File: config.mk
export PLATFORM = sky130hd
export DESIGN_NAME = store_aligner
export DESIGN_NICKNAME = d
export VERILOG_FILES = /design/src/rtl/store_aligner.sv
export SDC_FILE = /design/constraint.sdc
export NUM_CORES = 1
export LEC_CHECK = 0
export BUFFER_PORTS_ARGS = -buffer_cell sky130_fd_sc_hd__buf_2
export CORE_ASPECT_RATIO = 1.1
export CORE_UTILIZATION = 46
export CTS_CLUSTER_DIAMETER = 100
export CTS_CLUSTER_SIZE = 25
export DETAILED_ROUTE_END_ITERATION = 16
export PLACE_DENSITY = 0.87
export SETUP_SLACK_MARGIN = 0.05
export SYNTH_ARGS = -nofsm -noshare
export SYNTH_HDL_FRONTEND = slang
export SYNTH_SLANG_ARGS = --single-unit
File: constraint.sdc
create_clock -name clk -period 2.3 [get_ports clk]
set_input_delay 0.345 -clock clk [delete_from_list [all_inputs] [get_ports clk]]
set_output_delay 0.345 -clock clk [all_outputs]
set_load 0.01 [all_outputs]
File: src/rtl/store_aligner.sv
`default_nettype none
// +-----------------------------------------------------------------------------+
// | Module  : store_aligner                                                     |
// | Purpose : Places byte/half/word stores on little-endian lanes of a 32-bit   |
// |           memory port. Optional macro STORE_SPLIT_EN splits stores that     |
// |           cross a word boundary into two beats.                             |
// | Revision: 1.0                                                               |
// +-----------------------------------------------------------------------------+
module store_aligner (
    input  logic        clk,
    input  logic        rst_n,
    input  logic        req_valid,
    output logic        req_ready,
    input  logic [31:0] addr,
    input  logic [31:0] wdata,
    input  logic [1:0]  size,
    output logic        done,
    output logic        err,
    output logic        mem_req,
    output logic [31:0] mem_addr,
    output logic [31:0] mem_wdata,
    output logic [3:0]  mem_be,
    input  logic        mem_ack
);

    typedef enum logic [1:0] {
        IDLE  = 2'd0,
        BEAT1 = 2'd1,
        BEAT2 = 2'd2,
        RESP  = 2'd3
    } state_t;

    state_t      r_state;
    state_t      w_next;
    logic        r_err;
    logic        r_split;
    logic [3:0]  r_be2;

    logic [3:0]  w_mask;
    logic [7:0]  w_be_full;
    logic [31:0] w_rot;
    logic        w_cross;
    logic        w_illegal;
    logic        w_split;
    logic        w_accept;
    logic        w_ack;

    always_comb begin
        w_mask = 4'b0000;
        case (size)
            2'b00:   w_mask = 4'b0001;
            2'b01:   w_mask = 4'b0011;
            2'b10:   w_mask = 4'b1111;
            default: w_mask = 4'b0000;
        endcase
    end

    // Lanes beyond lane 3 (bits [7:4]) are the ones a second beat must cover.
    assign w_be_full = {4'b0000, w_mask} << addr[1:0];
    assign w_cross   = |w_be_full[7:4];

    always_comb begin
        w_rot = wdata;
        case (addr[1:0])
            2'd0: w_rot = wdata;
            2'd1: w_rot = {wdata[23:0], wdata[31:24]};
            2'd2: w_rot = {wdata[15:0], wdata[31:16]};
            2'd3: w_rot = {wdata[7:0],  wdata[31:8]};
            default: w_rot = wdata;
        endcase
    end

`ifdef STORE_SPLIT_EN
    assign w_illegal = (size == 2'b11);
    assign w_split   = w_cross;
`else
    assign w_illegal = (size == 2'b11) || w_cross;
    assign w_split   = 1'b0;
`endif

    assign w_accept  = req_valid && (r_state == IDLE);
    assign w_ack     = mem_req && mem_ack;

    assign req_ready = (r_state == IDLE);
    assign done      = (r_state == RESP) && !r_err;
    assign err       = (r_state == RESP) &&  r_err;

    always_ff @(posedge clk or negedge rst_n) begin
        if (!rst_n) r_state <= IDLE;
        else        r_state <= w_next;
    end

    always_comb begin
        w_next = r_state;
        case (r_state)
            IDLE:    if (w_accept) w_next = w_illegal ? RESP : BEAT1;
            BEAT1:   if (w_ack)    w_next = r_split ? BEAT2 : RESP;
            BEAT2:   if (w_ack)    w_next = RESP;
            RESP:    w_next = IDLE;
            default: w_next = IDLE;
        endcase
    end

    // Bus outputs are registered so they hold steady until the ack is seen.
    always_ff @(posedge clk or negedge rst_n) begin
        if (!rst_n) begin
            r_err     <= 1'b0;
            r_split   <= 1'b0;
            r_be2     <= 4'b0000;
            mem_req   <= 1'b0;
            mem_addr  <= 32'd0;
            mem_wdata <= 32'd0;
            mem_be    <= 4'b0000;
        end else begin
            case (r_state)
                IDLE: begin
                    if (w_accept) begin
                        r_err   <= w_illegal;
                        r_split <= w_split;
                        r_be2   <= w_be_full[7:4];
                        if (!w_illegal) begin
                            mem_req   <= 1'b1;
                            mem_addr  <= {addr[31:2], 2'b00};
                            mem_wdata <= w_rot;
                            mem_be    <= w_be_full[3:0];
                        end
                    end
                end
                BEAT1: begin
                    if (w_ack) begin
                        mem_req <= 1'b0;
                        if (r_split) begin
                            mem_addr <= mem_addr + 32'd4;
                            mem_be   <= r_be2;
                        end else begin
                            mem_addr  <= 32'd0;
                            mem_wdata <= 32'd0;
                            mem_be    <= 4'b0000;
                        end
                    end
                end
                BEAT2: begin
                    // First BEAT2 cycle is the mandatory idle gap on the bus.
                    if (!mem_req) begin
                        mem_req <= 1'b1;
                    end else if (mem_ack) begin
                        mem_req   <= 1'b0;
                        mem_addr  <= 32'd0;
                        mem_wdata <= 32'd0;
                        mem_be    <= 4'b0000;
                    end
                end
                default: ;
            endcase
        end
    end

endmodule
`default_nettype wire
==> impl_metrics.toml, run 1 <==
[synthesis]
ys_seq_area_share_pct = 42.37
yosysTopAreaCell = "dfrtp_1"
synthCells = 301
synth-compound-area-share_pct = 2.240
ys_ff_latch = 70
yosysTopAreaCellShare_pct = 42.37
synth-async-reset-ratio_pct = 100.0
synth_most_common_cell = "dfrtp_1"
synth_common_cells = "70 x dfrtp_1, 63 x nor2b_1, 36 x mux2_2"
ys.warnings.count = 0
synth-adder-area-share_pct = 2.724
synth_flop_cell = "dfrtp_1"
synth_area_mm2 = 0.004134
synth_cell_types = 32
synth_edf_count = 0
synth.area.mux_share_pct = 36.38
synth_xor_xnor_area_share_pct = 0
synth-simple-area-share_pct = 11.65
yosys-top-cells-area = "dfrtp_1 42%, mux4_2 17%, mux2_2 9.8%"
synth_top_family_by_area = "multiplexers"
synth.avg_cell_area_um2 = 13.73

[timing]
tightestPinTransition_ps = 877.8
setup_viol = 1
fin_skew_ps = 11.67
fin_crit_sh_pct = 100.1
rsz0062_at_grt = "yes"
layout_min_cycle_time_ps = 2303
hold_viol = 0
clock.fmax_ghz = 0.4343
setup_ws_ps = -2.645
maxSlewViolCount = 0
hold_ws_ps = 116.5
maxSlewHeadroom_pct = 41.48

[finish]
fin_nets = 525
area_delta_synth_final_pct = 30.54
drive_gt1_share_pct = 59.65
antennaDiodeCount = 0

[route]
wirelength_um = 9291
drt-wirelength-per-cell_um = 16.53
dr.pass1.iters = 4
drc = 0
antenna_left = 0
vias_per_cell = 5.331
drt_first_iter_violations = 71
route.vias.total = 2996

[power_and_ir_drop]
powerDensity_mw_per_mm2 = 1391
p_leak_nw = 2.662
vdd_drop_max_mv = 0.7972
p_total_w = 0.007505

[clocking]
htree_levels = 3
cts.clk_slew.worst_paths_ps = 80
cts_hold_buf = 0
numCtsBuffers = 9
cts_tree = "done"
clock_latency_ps = 340
cts_root_buf = "clkbuf_8"
cts_sinks = 70
cts-root-to-sink-buffers = 2

[placement]
dpl.hpwl_um = 6089
port_buffers = 139
gp_congestion = 0.7707
pre_cts_ws_ps = -24.03

[floorplan]
die_h_um = 101.4
start_util_pct = 48.41
rows = 35
die_w_um = 92.39
ios = 142
die_area_mm2 = 0.009370
core_mm2 = 0.008539

[job]
maxCapViolations = 0

[grt]
overflow = 0
antenna_found_initial = 0
grt_pass1_vias = 2985
grt_pass1_wl_um = 13980
grt_max_degree = 71
grtUsageTotal_pct = 19.44

[worst_setup_path]
arrival_ps = 2530
cp-end-kind = "register"
worst-endpoint-required_ps = 2520
crit_type = "reg -> reg"
startpoint_type = "register"
critPathMaxFanout = 8

[run_status]
violations = "setup timing"
status = "finished with violations"

[min_path]
min_path_type = "in -> async"
## state kept, by name, summed over array words and instances, names as in the netlist
register / flops
mem_addr: 30
mem_be: 4
mem_req: 1
mem_wdata: 32
r_err: 1
r_state: 2
## cell usage in the layout, fill, tap and decap left out, drive strengths merged, types with 2 or more instances in the layout
cell and n:
nand2 6, nand2b 2, mux2i 4, mux4 32, conb 2, inv 6, nor2b 63, nor2 5
a211oi 2, mux2 66, clkbuf 12, dfrtp 70, buf 154, o21ai 2, clkinv 4, ha 9
## final timing paths
check,start,to,slack [ps],depth (start not counted)
setup / recovery,r_state[1]$_DFFE_PN0P_,mem_wdata[29]$_DFFE_PN0P_,-3,8
hold / removal,rst_n,mem_addr[16]$_DFFE_PN0P_,120,1
setup reg to reg,r_state[1]$_DFFE_PN0P_,mem_wdata[29]$_DFFE_PN0P_,-3,8
hold reg to reg,mem_addr[17]$_DFFE_PN0P_,mem_addr[17]$_DFFE_PN0P_,480,1
max in group asynchronous,rst_n,r_state[0]$_DFFE_PN0P_,1580,1
min in group clk,req_valid,r_err$_DFFE_PN0P_,340,3
## stage by stage
step / cell area [um2] / setup TNS [ps] / utilization [%] / cells
detailed placement: 4911 / -318.3 / 57.51 / 535
finish: 5396 / -2.645 / 63.19 / 562
CTS: 5182 / 0 / 60.69 / 557
global placement: 4911 / 0 / 57.51 / 535
global route: 5396 / -368.5 / 63.19 / 562
floorplan: 4138 / 0 / - / 302
## timing repair
item,in CTS,in global routing
endpoints found under the setup margin,65,56
resized for setup,2,35
gates cloned,1,3
pin swaps,1,3
buffers inserted,5,2
## power breakdown
group	switching, W	internal [W]
combinational	0.00207	0.00244
clock	0.000484	0.000504
sequential	0.000252	0.00175
total	0.00281	0.00470
## cell families (layout without fill, tap and decap cells)
kind of cell / count (synthesis) / after routing
flip-flops: 70 / 70
other: 1 / 2
adder cells (fa/ha/maj): 9 / 9
AND/OR/NAND/NOR: 81 / 81
buffers and inverters: 29 / 178
multiplexers: 102 / 102
AO/OA/AOI/OAI: 9 / 9
## worst max-delay path, stage by stage (launching register included)
cell and delay, ps:
dfrtp_1 430, buf_6 140, ha_4 140, or2_4 250, a22o_4 240, a211oi_4 330
buf_6 170, clkbuf_16 160, mux2_2 340
## area by class of cell
type                    instances  area (um2)
clock buffers                   9       123.9
clock inverters                 7       73.82
fillers                       679        3143
inverters                       5       18.77
multi-input cells             203        2321
flip-flops and latches         70        1753
well taps                     111       138.9
repair buffers                157       967.2
## layer usage
metal / up-vias / routed length [um] / global-route usage [%]
met5: - / 0 / 0
met4: 0 / 158 / 8.053
met3: 14 / 608 / 4.730
met2: 116 / 4676 / 33.05
met1: 1501 / 3848 / 23.90
li1: 1365 / - / -
Note: power is estimated with default switching activity, not from simulation.
==> inputs of run 2 (changes only) <==
--- a/config.mk
+++ b/config.mk
@@ -7,11 +7,11 @@
 export LEC_CHECK = 0
 export BUFFER_PORTS_ARGS = -buffer_cell sky130_fd_sc_hd__buf_2
 export CORE_ASPECT_RATIO = 1.1
-export CORE_UTILIZATION = 46
+export CORE_UTILIZATION = 50
 export CTS_CLUSTER_DIAMETER = 100
 export CTS_CLUSTER_SIZE = 25
 export DETAILED_ROUTE_END_ITERATION = 16
-export PLACE_DENSITY = 0.87
+export PLACE_DENSITY = 0.9
 export SETUP_SLACK_MARGIN = 0.05
 export SYNTH_ARGS = -nofsm -noshare
 export SYNTH_HDL_FRONTEND = slang
==> constraint.sdc (replaced) <==
create_clock -name clk -period 2.2 [get_ports clk]
set_input_delay 0.33 -clock clk [delete_from_list [all_inputs] [get_ports clk]]
set_output_delay 0.33 -clock clk [all_outputs]
set_load 0.01 [all_outputs]
==> run 2 against run 1 <==
Compared with the run above: the flow finishes with violations (hold timing, setup timing); register-to-register slack worse by 80 ps; clock skew is 3.6 ps lower; sequential share of layout area is 1.1 points lower; combinational power is 16% higher; hold slack worse by 130 ps; cell area is 3.5% higher; power is 15% higher; non-clock buffer count is 12 higher; global-route usage is 3.1 points higher; sequential power is 6% higher; cell count is 1.6% higher; largest power group unchanged; highest routed layer unchanged.
==> impl_metrics.toml, run 2 (synthesis gave the netlist of run 1 again) <==
[route]
antenna_left = 0
vias_per_cell = 5.380
drc = 0
route.vias.total = 3072
drt_first_iter_violations = 59
wirelength_um = 9779
dr.pass1.iters = 4
drt-wirelength-per-cell_um = 17.13

[finish]
largest_reg_flops = 32
finalCoreUtilization_pct = 70.21
final_common_cell = "buf_2"
fill_cells = 547
drive_gt1_share_pct = 60.48
multiInputGateArea_mm2 = 0.002351
fin_area_mm2 = 0.005585
layoutNonFillerInstCount = 571
antennaDiodeCount = 0
top_register = "mem_wdata"
fin_nets = 537
final_cell_mix = "139 x buf_2, 68 x dfrtp_1, 63 x nor2b_1"
area_delta_synth_final_pct = 35.11
seqCellArea_mm2 = 0.001754
top_regs = "mem_wdata: 32 flops, mem_addr: 30 flops, mem_be: 4 flops"

[power_and_ir_drop]
powerDensity_mw_per_mm2 = 1543
p_total_w = 0.008620
p_leak_nw = 2.782
vdd_drop_max_mv = 0.9725

[timing]
setup_ws_ps = -79.37
clock.fmax_ghz = 0.4387
rsz0062_at_grt = "yes"
layout_min_cycle_time_ps = 2279
fin_skew_ps = 8.117
maxSlewViolCount = 0
setup_viol = 38
fin_crit_sh_pct = 103.6
hold_viol = 9
hold_ws_ps = -11.31

[clocking]
htree_levels = 3
clock_latency_ps = 340
numCtsBuffers = 9
cts_root_buf = "clkbuf_8"
cts_hold_buf = 0
cts.clk_slew.worst_paths_ps = 80
cts_sinks = 70
cts_tree = "done"
cts-root-to-sink-buffers = 2

[placement]
dpl.hpwl_um = 6281
placedCellCount = 538
gp_congestion = 0.7993
placed_cell_area_mm2 = 0.004950
pre_cts_ws_ps = -68.61
port_buffers = 139

[job]
maxCapViolations = 0

[worst_setup_path]
r2r_cells = 9
slowest_delay_ps = 420
worstReg2RegStart = "r_state[1]$_DFFE_PN0P_"
cp-end-kind = "register"
path_delay_family = "compound AO/OA/AOI/OAI gates"
crit_type = "reg -> reg"
cpMaxStageDelayCell = "dfrtp_2"
crit_buf_inv = 4
worst-endpoint-required_ps = 2430
arrival_ps = 2510
worst-path-stages = 9
crit_chain = "inv_2 -> ha_2 -> or2_1 -> a22o_1 -> a211oi_4 -> buf_6 -> buf_6 -> clkbuf_16 -> mux2_4"
critPathMaxFanout = 4
rrSetupSlack_ps = -80
r2r-end = "mem_be[3]$_DFFE_PN0P_"
startpoint_type = "register"
crit_path_frequent_cell = "buf_6"

[floorplan]
die_area_mm2 = 0.008636
core_mm2 = 0.007955
start_util_pct = 51.97
ios = 142
rows = 34
die_w_um = 88.70
die_h_um = 97.37

[grt]
grt_pass1_vias = 3042
overflow = 0
antenna_found_initial = 1
grt_max_degree = 71
grtUsageTotal_pct = 22.50
grt_pass1_wl_um = 14610

[run_status]
violations = "hold timing, setup timing"
status = "finished with violations"

[min_path]
min_path_type = "in -> async"
## run 2: cell count changes in the layout (fill, tap and decap cells not counted), moves of 2 or more
cell	delta
mux2_4	+11
buf_16	+2
bufinv_16	+2
mux2_2	-11
buf_4	+9
## run 2: worst max-delay path by stage
| stage | slack (ps) | to | start |
|---|---|---|---|
| 5_1_grt | -140 | mem_wdata[26]$_DFFE_PN0P_ | r_state[0]$_DFFE_PN0P_ |
| 4_1_cts | -40 | mem_addr[12]$_DFFE_PN0P_ | r_state[1]$_DFFE_PN0P_ |
| 3_3_place_gp | 30 | mem_wdata[1]$_DFFE_PN0P_ | size[0] |
| 3_5_place_dp | -70 | mem_wdata[24]$_DFFE_PN0P_ | r_state[0]$_DFFE_PN0P_ |
| 2_1_floorplan | 90 | mem_addr[10]$_DFFE_PN0P_ | r_state[1]$_DFFE_PN0P_ |
| 6_report | -80 | mem_be[3]$_DFFE_PN0P_ | r_state[1]$_DFFE_PN0P_ |
## run 2: final cells by class
cell class | instances | area share, %
Multi-Input combinational cell | 203 | 42.09
Sequential cell | 70 | 31.41
Timing Repair Buffer | 169 | 19.35
Tap cell | 108 | 2.419
Clock inverter | 7 | 2.173
Inverter | 5 | 0.3360
Clock buffer | 9 | 2.218
## run 2: per-stage QoR
step / hold slack (ps) / TNS, ps
after detailed placement: 380.3 / -3401
after global routing: 19.08 / -4656
final: -11.31 / -1061
after global placement: 379.9 / 0
after floorplan: 34.41 / 0
after CTS: 4.065 / -535.7
## run 2: routing by layer
metal | share of wire [%] | track usage, % | vias up
met4 | 1.9 | 9.926 | 0
li1 | - | - | 1392
met1 | 40 | 25.98 | 1536
met2 | 51 | 38.82 | 127
met5 | 0 | 0 | -
met3 | 7.2 | 5.523 | 17
## run 2: power breakdown
part	total, W	switching [W]	internal, W
Sequential	0.00213	0.000290	0.00184
Combinational	0.00522	0.00231	0.00291
Clock	0.00128	0.000517	0.000759
Total	0.00862	0.00311	0.00551
## run 2: repair_timing
item | CTS | global route
endpoints found under the setup margin | 65 | 65
buffers inserted | 9 | 4
resized for setup | 8 | 43
cloned | 4 | 2
pin swaps | 0 | 3
